===== src/rtl/uart_pkg.sv =====
// Shared types and helpers for the configurable UART transmitter.
package uart_pkg;

  typedef enum logic [2:0] {
    ST_IDLE,
    ST_START,
    ST_DATA,
    ST_PARITY,
    ST_STOP
  } uart_tx_state_e;

  typedef enum logic [1:0] {
    PAR_NONE = 2'd0,
    PAR_EVEN = 2'd1,
    PAR_ODD  = 2'd2
  } uart_parity_e;

  // Bit periods in one frame: start + data + optional parity + stop.
  function automatic int frame_bits(input int data_bits, input int parity, input int stop_bits);
    return 1 + data_bits + ((parity != 0) ? 1 : 0) + stop_bits;
  endfunction

endpackage


===== src/rtl/uart_bit_timer.sv =====
// Bit-period timer: counts txclken ticks and flags the last tick of each bit.
module uart_bit_timer #(
  parameter int TICKS_PER_BIT = 1
) (
  input  logic txclk,
  input  logic rst_n,
  input  logic txclken,
  input  logic clear,
  output logic bit_end
);

  localparam int CW = (TICKS_PER_BIT > 1) ? $clog2(TICKS_PER_BIT) : 1;
  localparam logic [CW-1:0] LAST = CW'(TICKS_PER_BIT - 1);

  logic [CW-1:0] cnt_q, cnt_d;

  assign bit_end = txclken && !clear && (cnt_q == LAST);

  always_comb begin
    cnt_d = cnt_q;
    if (clear || bit_end) cnt_d = '0;
    else if (txclken)     cnt_d = cnt_q + 1'b1;
  end

  always_ff @(posedge txclk or negedge rst_n) begin
    if (!rst_n) cnt_q <= '0;
    else        cnt_q <= cnt_d;
  end

endmodule


===== src/rtl/uart_tx_frame.sv =====
// Configurable UART transmitter (5..9 data bits, none/even/odd parity, 1/2 stop bits).
// Optional one-entry holding register for back-to-back frames: define UART_TX_HOLD_EN.
module uart_tx_frame
  import uart_pkg::*;
#(
  parameter int DATA_BITS     = 8,
  parameter int PARITY        = 0,
  parameter int STOP_BITS     = 1,
  parameter int TICKS_PER_BIT = 1
) (
  input  logic                 txclk,
  input  logic                 rst_n,
  input  logic                 txclken,
  input  logic [DATA_BITS-1:0] din,
  input  logic                 wr_en,
  output logic                 tx,
  output logic                 tx_ready,
  output logic                 tx_busy,
  output logic                 tx_done
);

  localparam int FRAME_BITS = frame_bits(DATA_BITS, PARITY, STOP_BITS);
  localparam uart_parity_e PAR_MODE = uart_parity_e'(PARITY[1:0]);
  localparam logic [3:0] LAST_DATA = 4'(DATA_BITS - 1);
  localparam logic [3:0] LAST_STOP = 4'(STOP_BITS - 1);

  if (DATA_BITS < 5 || DATA_BITS > 9) begin : g_bad_data_bits
    $error("uart_tx_frame: DATA_BITS must be 5..9");
  end
  if (PARITY < 0 || PARITY > 2) begin : g_bad_parity
    $error("uart_tx_frame: PARITY must be 0, 1 or 2");
  end
  if (STOP_BITS < 1 || STOP_BITS > 2) begin : g_bad_stop_bits
    $error("uart_tx_frame: STOP_BITS must be 1 or 2");
  end
  if (TICKS_PER_BIT < 1 || TICKS_PER_BIT > 65535) begin : g_bad_ticks
    $error("uart_tx_frame: TICKS_PER_BIT must be 1..65535");
  end
  if (FRAME_BITS < 7 || FRAME_BITS > 13) begin : g_bad_frame
    $error("uart_tx_frame: inconsistent frame length");
  end

  uart_tx_state_e       state_q, state_d;
  logic [DATA_BITS-1:0] shift_q, shift_d;
  logic                 par_q, par_d;
  logic [3:0]           idx_q, idx_d;
  logic                 done_q, done_d;
  logic                 bit_end, accept, frame_end;

  uart_bit_timer #(.TICKS_PER_BIT(TICKS_PER_BIT)) u_timer (
    .txclk   (txclk),
    .rst_n   (rst_n),
    .txclken (txclken),
    .clear   (state_q == ST_IDLE),
    .bit_end (bit_end)
  );

`ifdef UART_TX_HOLD_EN
  logic [DATA_BITS-1:0] hold_q, hold_d;
  logic                 hold_vld_q, hold_vld_d;
  assign tx_ready = !hold_vld_q;
`else
  assign tx_ready = (state_q == ST_IDLE);
`endif

  assign accept    = wr_en && tx_ready;
  assign frame_end = (state_q == ST_STOP) && bit_end && (idx_q == LAST_STOP);

  always_comb begin
    state_d = state_q;
    shift_d = shift_q;
    par_d   = par_q;
    idx_d   = idx_q;
    done_d  = 1'b0;
`ifdef UART_TX_HOLD_EN
    hold_d     = hold_q;
    hold_vld_d = hold_vld_q;
`endif
    case (state_q)
      ST_IDLE: if (accept) begin
        state_d = ST_START;
        shift_d = din;
        par_d   = ^din;
        idx_d   = '0;
      end
      ST_START: if (bit_end) state_d = ST_DATA;
      ST_DATA: if (bit_end) begin
        shift_d = shift_q >> 1;
        idx_d   = idx_q + 4'd1;
        if (idx_q == LAST_DATA) begin
          idx_d   = '0;
          state_d = (PAR_MODE != PAR_NONE) ? ST_PARITY : ST_STOP;
        end
      end
      ST_PARITY: if (bit_end) begin
        state_d = ST_STOP;
        idx_d   = '0;
      end
      ST_STOP: if (frame_end) begin
        done_d  = 1'b1;
        state_d = ST_IDLE;
        idx_d   = '0;
`ifdef UART_TX_HOLD_EN
        // Chain straight into the next start bit; no idle gap.
        if (hold_vld_q) begin
          state_d    = ST_START;
          shift_d    = hold_q;
          par_d      = ^hold_q;
          hold_vld_d = 1'b0;
        end else if (accept) begin
          state_d = ST_START;
          shift_d = din;
          par_d   = ^din;
        end
`endif
      end else if (bit_end) begin
        idx_d = idx_q + 4'd1;
      end
      default: state_d = ST_IDLE;
    endcase
`ifdef UART_TX_HOLD_EN
    if (accept && state_q != ST_IDLE && !frame_end) begin
      hold_d     = din;
      hold_vld_d = 1'b1;
    end
`endif
  end

  always_ff @(posedge txclk or negedge rst_n) begin
    if (!rst_n) begin
      state_q <= ST_IDLE;
      shift_q <= '0;
      par_q   <= 1'b0;
      idx_q   <= '0;
      done_q  <= 1'b0;
    end else begin
      state_q <= state_d;
      shift_q <= shift_d;
      par_q   <= par_d;
      idx_q   <= idx_d;
      done_q  <= done_d;
    end
  end

`ifdef UART_TX_HOLD_EN
  always_ff @(posedge txclk or negedge rst_n) begin
    if (!rst_n) begin
      hold_q     <= '0;
      hold_vld_q <= 1'b0;
    end else begin
      hold_q     <= hold_d;
      hold_vld_q <= hold_vld_d;
    end
  end
`endif

  always_comb begin
    tx = 1'b1;
    case (state_q)
      ST_START:  tx = 1'b0;
      ST_DATA:   tx = shift_q[0];
      ST_PARITY: tx = (PAR_MODE == PAR_EVEN) ? par_q : ~par_q;
      default:   tx = 1'b1;
    endcase
  end

  assign tx_busy = (state_q != ST_IDLE);
  assign tx_done = done_q;

endmodule

===== config.mk =====
export PLATFORM = sky130hd
export DESIGN_NAME = uart_tx_frame
export DESIGN_NICKNAME = d
export VERILOG_FILES = /design/src/rtl/uart_pkg.sv /design/src/rtl/uart_bit_timer.sv /design/src/rtl/uart_tx_frame.sv
export SDC_FILE = /design/constraint.sdc
export NUM_CORES = 1
export LEC_CHECK = 0
export BUFFER_PORTS_ARGS = -buffer_cell sky130_fd_sc_hd__buf_2
export CORE_MARGIN = 3
export CORE_UTILIZATION = 45
export CTS_CLUSTER_SIZE = 28
export DETAILED_ROUTE_END_ITERATION = 10
export HOLD_SLACK_MARGIN = 0.12
export PLACE_DENSITY = 0.63
export SYNTH_ARGS = -nofsm -noshare
export SYNTH_HDL_FRONTEND = slang
export SYNTH_SLANG_ARGS = --single-unit

===== constraint.sdc =====
create_clock -name txclk -period 4.5 [get_ports txclk]
set_input_delay 0.45 -clock txclk [delete_from_list [all_inputs] [get_ports txclk]]
set_output_delay 0.45 -clock txclk [all_outputs]
set_load 0.02 [all_outputs]

## Word-level counts from Yosys, hierarchy flattened

Index checks and enable logic that the tools add are counted.

| storage, ports and cells | value |
|---|---|
| flip-flop bits (word level) | 18 |
| bits of input ports | 12 |

| cells by class | value |
|---|---|
| add/sub/neg operators | 2 |
| equal/unequal tests | 12 |
| multiplexer cells | 22 |
| bitwise operators | 2 |
| reductions and logical operators | 18 |

Operator list:

| cell | number |
|---|---|
| 4-bit 2-to-1 mux | 6 |
| 3-bit 2-to-1 mux | 6 |
| 8-bit 2-to-1 mux | 2 |
| 4-bit case mux with 4 select lines | 1 |
| 8-bit case mux with 2 select lines | 1 |
| 3-bit case mux with 5 select lines | 1 |
| 2-bit != test (second input constant) | 5 |
| 8-bit XOR reduction | 1 |
| 3-bit by 2-bit == test with 1-bit output (second input constant) | 2 |
| 6-bit AND reduction | 1 |
| 1-bit logical AND | 5 |
| 5-bit AND reduction | 1 |
| 4-bit by 1-bit adder with 4-bit output (second input constant) | 1 |
| 4-bit by 3-bit == test with 1-bit output (second input constant) | 1 |
| 4-bit logical NOT | 1 |
| 1-bit 2-to-1 mux | 4 |
| 2-bit nonzero test | 2 |
| 4-bit nonzero test | 1 |
| 3-bit by 1-bit == test with 1-bit output (second input constant) | 1 |
| 3-bit == test (second input constant) | 1 |
| 3-bit logical NOT | 1 |
| 3-bit != test (second input constant) | 1 |
| 1-bit case mux with 3 select lines | 1 |
| 3-bit AND reduction | 1 |
| 7 further kinds | 8 |

## Depth between registers and ports, before layout

| depth | value |
|---|---|
| depth in word-level cells | 8 |
| gate-level depth with buffers | 6 |
| depth with buffers taken out | 5 |

## Modules after synthesis

Synthesis repeated with hierarchy kept, for this count alone.

| second synthesis, totals | value |
|---|---|
| cells, all modules | 104 |
| area, all modules | 1046.0 µm² |

By module, submodules not included:

| module | instances | cells an instance | area an instance (µm²) |
|---|---|---|---|
| uart_tx_frame | 1 | 101 | 1006.0 |
| uart_bit_timer | 1 | 3 | 40.0 |

## Worst setup path after synthesis

Ideal clock, no wire load.

| path | value |
|---|---|
| kind | reg-to-output |
| start | register state_q[1] |
| end | output port tx_ready |
| arrival | 1.271 ns |
| data required time | 4.050 ns |
| path slack | 2.779 ns |
| stages on the path, launching flop included | 4 |
| path through | dfrtp_1 buf_2 or3_2 inv_1 |

| between the ends | value |
|---|---|
| cells in the longest elaborated chain, start to end | 1 |

RTL lines:

| item | line | text |
|---|---|---|
| start, declared | uart_tx_frame.sv:43 | `uart_tx_state_e state_q, state_d;` |
| start signal, assigned | uart_tx_frame.sv:137 | `state_q <= state_d;` |
| 3-bit logical NOT | uart_tx_frame.sv:63 | `assign tx_ready = (state_q == ST_IDLE);` |
| end, declared | uart_tx_frame.sv:17 | `output logic tx_ready,` |

Every way passes these cells.

## Worst setup path in the final report

Same ends and word-level chain as after synthesis.

==> impl_metrics.csv <==
group,metric,value,unit
synth,synth_top_area_cell,"dfrtp_1",
detailed_routing,dr_total_vias,797,
pwr,p_clk_share,11.5,%
synth,synthFlopType,"dfrtp_1",
final_layout,fillerInstances,209,
pwr,p_sw_share,42.4,%
synth,yosys.cell_types.count,35,
clocking,clk_pin_slew,0.11,ns
synth,syn_nets,122,
synth,synth_cells,108,
global_route,grt_max_degree,19,
clocking,clk_latency,0.29,ns
sta,finalHoldViolCount,0,
detailed_routing,wl,1.86,mm
sta,rsz0062_at_grt,"no",
final_layout,nNetsFinal,139,
clocking,clockRootBuffer,"clkbuf_4",
clocking,clock-sinks,18,
sta,fmax,499,MHz
pwr,comb_power_share,47.7,%
detailed_routing,drtIter0Drc,15,
synth,synth_top_area_share,43.2,%
clocking,post_cts_resized,0,
flow_run,cap_violations,0,
global_route,grt_pass1_wl,3.11,mm
floorplanning,die_area,0.00293,mm^2
final_layout,regArea,450,um^2
sta,fin_crit_sh,44.6,%
synth,ys_async_sr_fraction,100,%
detailed_routing,drc,0,
floorplanning,initial_utilization,50.1,%
synth,ys_warn_count,0,
place,hpwl,1.38,mm
sta,report.final.slew_viol_count,0,
global_route,antenna_found_initial,0,
clocking,clock_path_buffers,2,
detailed_routing,routedWlPerCell,12.4,um
global_route,grtUsageTotal,14.9,%
final_layout,area_growth,10.2,%
sta,max-slew-margin-rel,60.4,%
place,post_dp_cell_area,0.00112,mm^2
final_layout,fin_area,0.00115,mm^2
detailed_routing,drt_pass1_iterations,4,
pwr,ir_drop,0.281,mV
outcome,status,"finished, final reports clean",
pwr,p_int,402,uW
synth,synth.avg_cell_area,9.65,um^2
worst_hold_path,worstHoldPathType,"primary input to register",
synth,synth_edf_count,0,
pwr,p_leak,0.536,nW
setup_path,cp_max_fo,13,
setup_path,endpoint_kind,"primary output",
setup_path,cp-start-kind,"register",
pwr,p_seq_share,40.8,%
setup_path,worstPathRequired,4.05,ns
place,portBuffers,15,
detailed_routing,viasPerCell,5.31,
clocking,cts_tree,"built",
sta,tns,0,ns
floorplanning,core,0.00208,mm^2
setup_path,cp.arrival,1.56,ns
global_route,grt_overflow,0,
pwr,power.switching,295,uW
setup_path,r2r_cells,4,
place,place.gp.congestion,0.795,
sta,holdWs,0.335,ns
sta,min_period,2.01,ns
synth,synthTopCellsByCount,"dfrtp_1, nor2_1, a21oi_1, inv_1",
final_layout,multi_input_comb_area,527,um^2
clocking,cts_made_buffers,3,
synth,synthMostInstantiatedCell,"dfrtp_1",
global_route,grt_pass1_vias,725,
detailed_routing,detail-route-antenna-nets,0,
final_layout,diodes,0,
setup_path,crit_type,"register to primary output",
clocking,h-tree-depth,1,
pwr,p_per_area,607,mW/mm^2
sta,tightest_slew,0.594,ns
floorplanning,rows,16,
sta,setup_viol,0,
final_layout,final_layout_size_suffix_gt1_share,22.0,%
floorplanning,die_h,54.1,um
floorplanning,ios,16,
worst_hold_path,whs_path_depth,2,
sta,fin_skew,0.0106,ns
synth,synth-seq-cells,18,
synth,synth_seq_area_share,43.2,%
synth,synthTopCellsByArea,"dfrtp_1, mux2i_1, nor2_1",
synth,syn-cell-area,0.00104,mm^2
floorplanning,die_w,54.1,um
logic make-up (layout without fill, tap and decap cells):
kind of cell	count (synthesis)	count (layout)	synth area share, %
and+or+nand+nor	36	36	19.0
buffers and inverters	12	27	6.24
adders and majority gates	2	2	2.40
AOI/OAI and AO/OA	26	26	16.6
muxes	7	7	6.72
xor gates and xnor gates	7	7	5.88
DFF	18	18	43.2
area by class of cell:
cell class | instances | area share [%]
clock buffer | 3 | 1.96
sequential | 18 | 39.2
inverter | 8 | 2.61
tap | 27 | 2.94
timing repair buffer | 16 | 7.41
multi-input combinational | 78 | 45.9
repair_timing:
item | in CTS | in global routing
hold endpoints to repair | 18 | 0
buffers inserted | 0 | 0
hold buffers | 1 | 0
worst paths after layout:
check	from	end	slack, ns
min reg2reg	shift_q[3]$_DFFE_PN0P_	shift_q[3]$_DFFE_PN0P_	0.53
max reg2reg	state_q[1]$_DFFE_PN0P_	state_q[1]$_DFFE_PN0P_	2.77
max	state_q[1]$_DFFE_PN0P_	tx_ready	2.49
min in group asynchronous	rst_n	u_timer.cnt_q$_DFFE_PN0P_	0.60
min	txclken	u_timer.cnt_q$_DFFE_PN0P_	0.34
max in group asynchronous	rst_n	shift_q[4]$_DFFE_PN0P_	3.60
cell usage in the layout, fill, tap and decap left out:
master         synthesis  routed
or3_2                  1       1
o21ai_0                3       3
o21bai_1               1       1
and3_1                 1       1
ha_1                   2       2
o211ai_1               2       2
a21oi_1               11      11
inv_1                  8       8
or3b_4                 2       2
clkbuf_4               0       3
nor2_1                17      17
a31oi_1                1       1
mux2i_1                7       7
nor4b_2                1       1
a21o_2                 1       1
nand3b_1               1       1
dfrtp_1               18      18
nand3_1                3       3
nor4bb_1               1       1
nand2_1                3       3
xnor2_1                7       7
o22ai_1                1       1
a31oi_2                1       1
dlygate4sd3_1          0       1
nor2b_1                1       1
a21oi_2                1       1
and2_1                 2       2
nor3b_1                1       1
a211o_1                1       1
nand2b_1               1       1
o2111ai_1              1       1
a311o_2                1       1
or2_2                  1       1
o221ai_1               1       1
buf_2                  1      15
power groups by stage:
stage	Combinational [mW]	Sequential, mW	Clock, mW
after detailed placement	0.335	0.288	0
final	0.332	0.285	0.0803
after CTS	0.338	0.285	0.0838
after floorplan	0.306	0.263	0
after global routing	0.381	0.296	0.0912
after global placement	0.331	0.286	0
critical path: stages, from the launching register on:
cell and delay (ns):
dfrtp_1 0.52, or3_2 0.51, inv_1 0.08, buf_2 0.16
stage by stage:
step | utilization [%] | std cells | setup WS (ns) | power, mW
finish | 55.2 | 150 | 2.49 | 0.697
global route | 55.2 | 150 | 2.39 | 0.768
detailed placement | 53.6 | 146 | 2.78 | 0.624
global placement | 53.6 | 146 | 2.84 | 0.616
floorplan | - | 108 | 2.78 | 0.569
CTS | 55.2 | 150 | 2.48 | 0.707
state kept, by name, summed over array words and instances (netlist names):
register       cells
idx_q              4
par_q              1
shift_q            8
state_q            3
tx_done            1
u_timer.cnt_q      1
layer usage:
layer,GRT usage [%],part of all wire [%],wire [um],vias up
met3,3.32,3.8,70,4
met2,23.3,45,830,14
met5,0,0,0,-
met4,7.47,1.0,19,0
met1,19.2,50,939,371
li1,-,-,-,408
(Power assumes the default switching activity.)
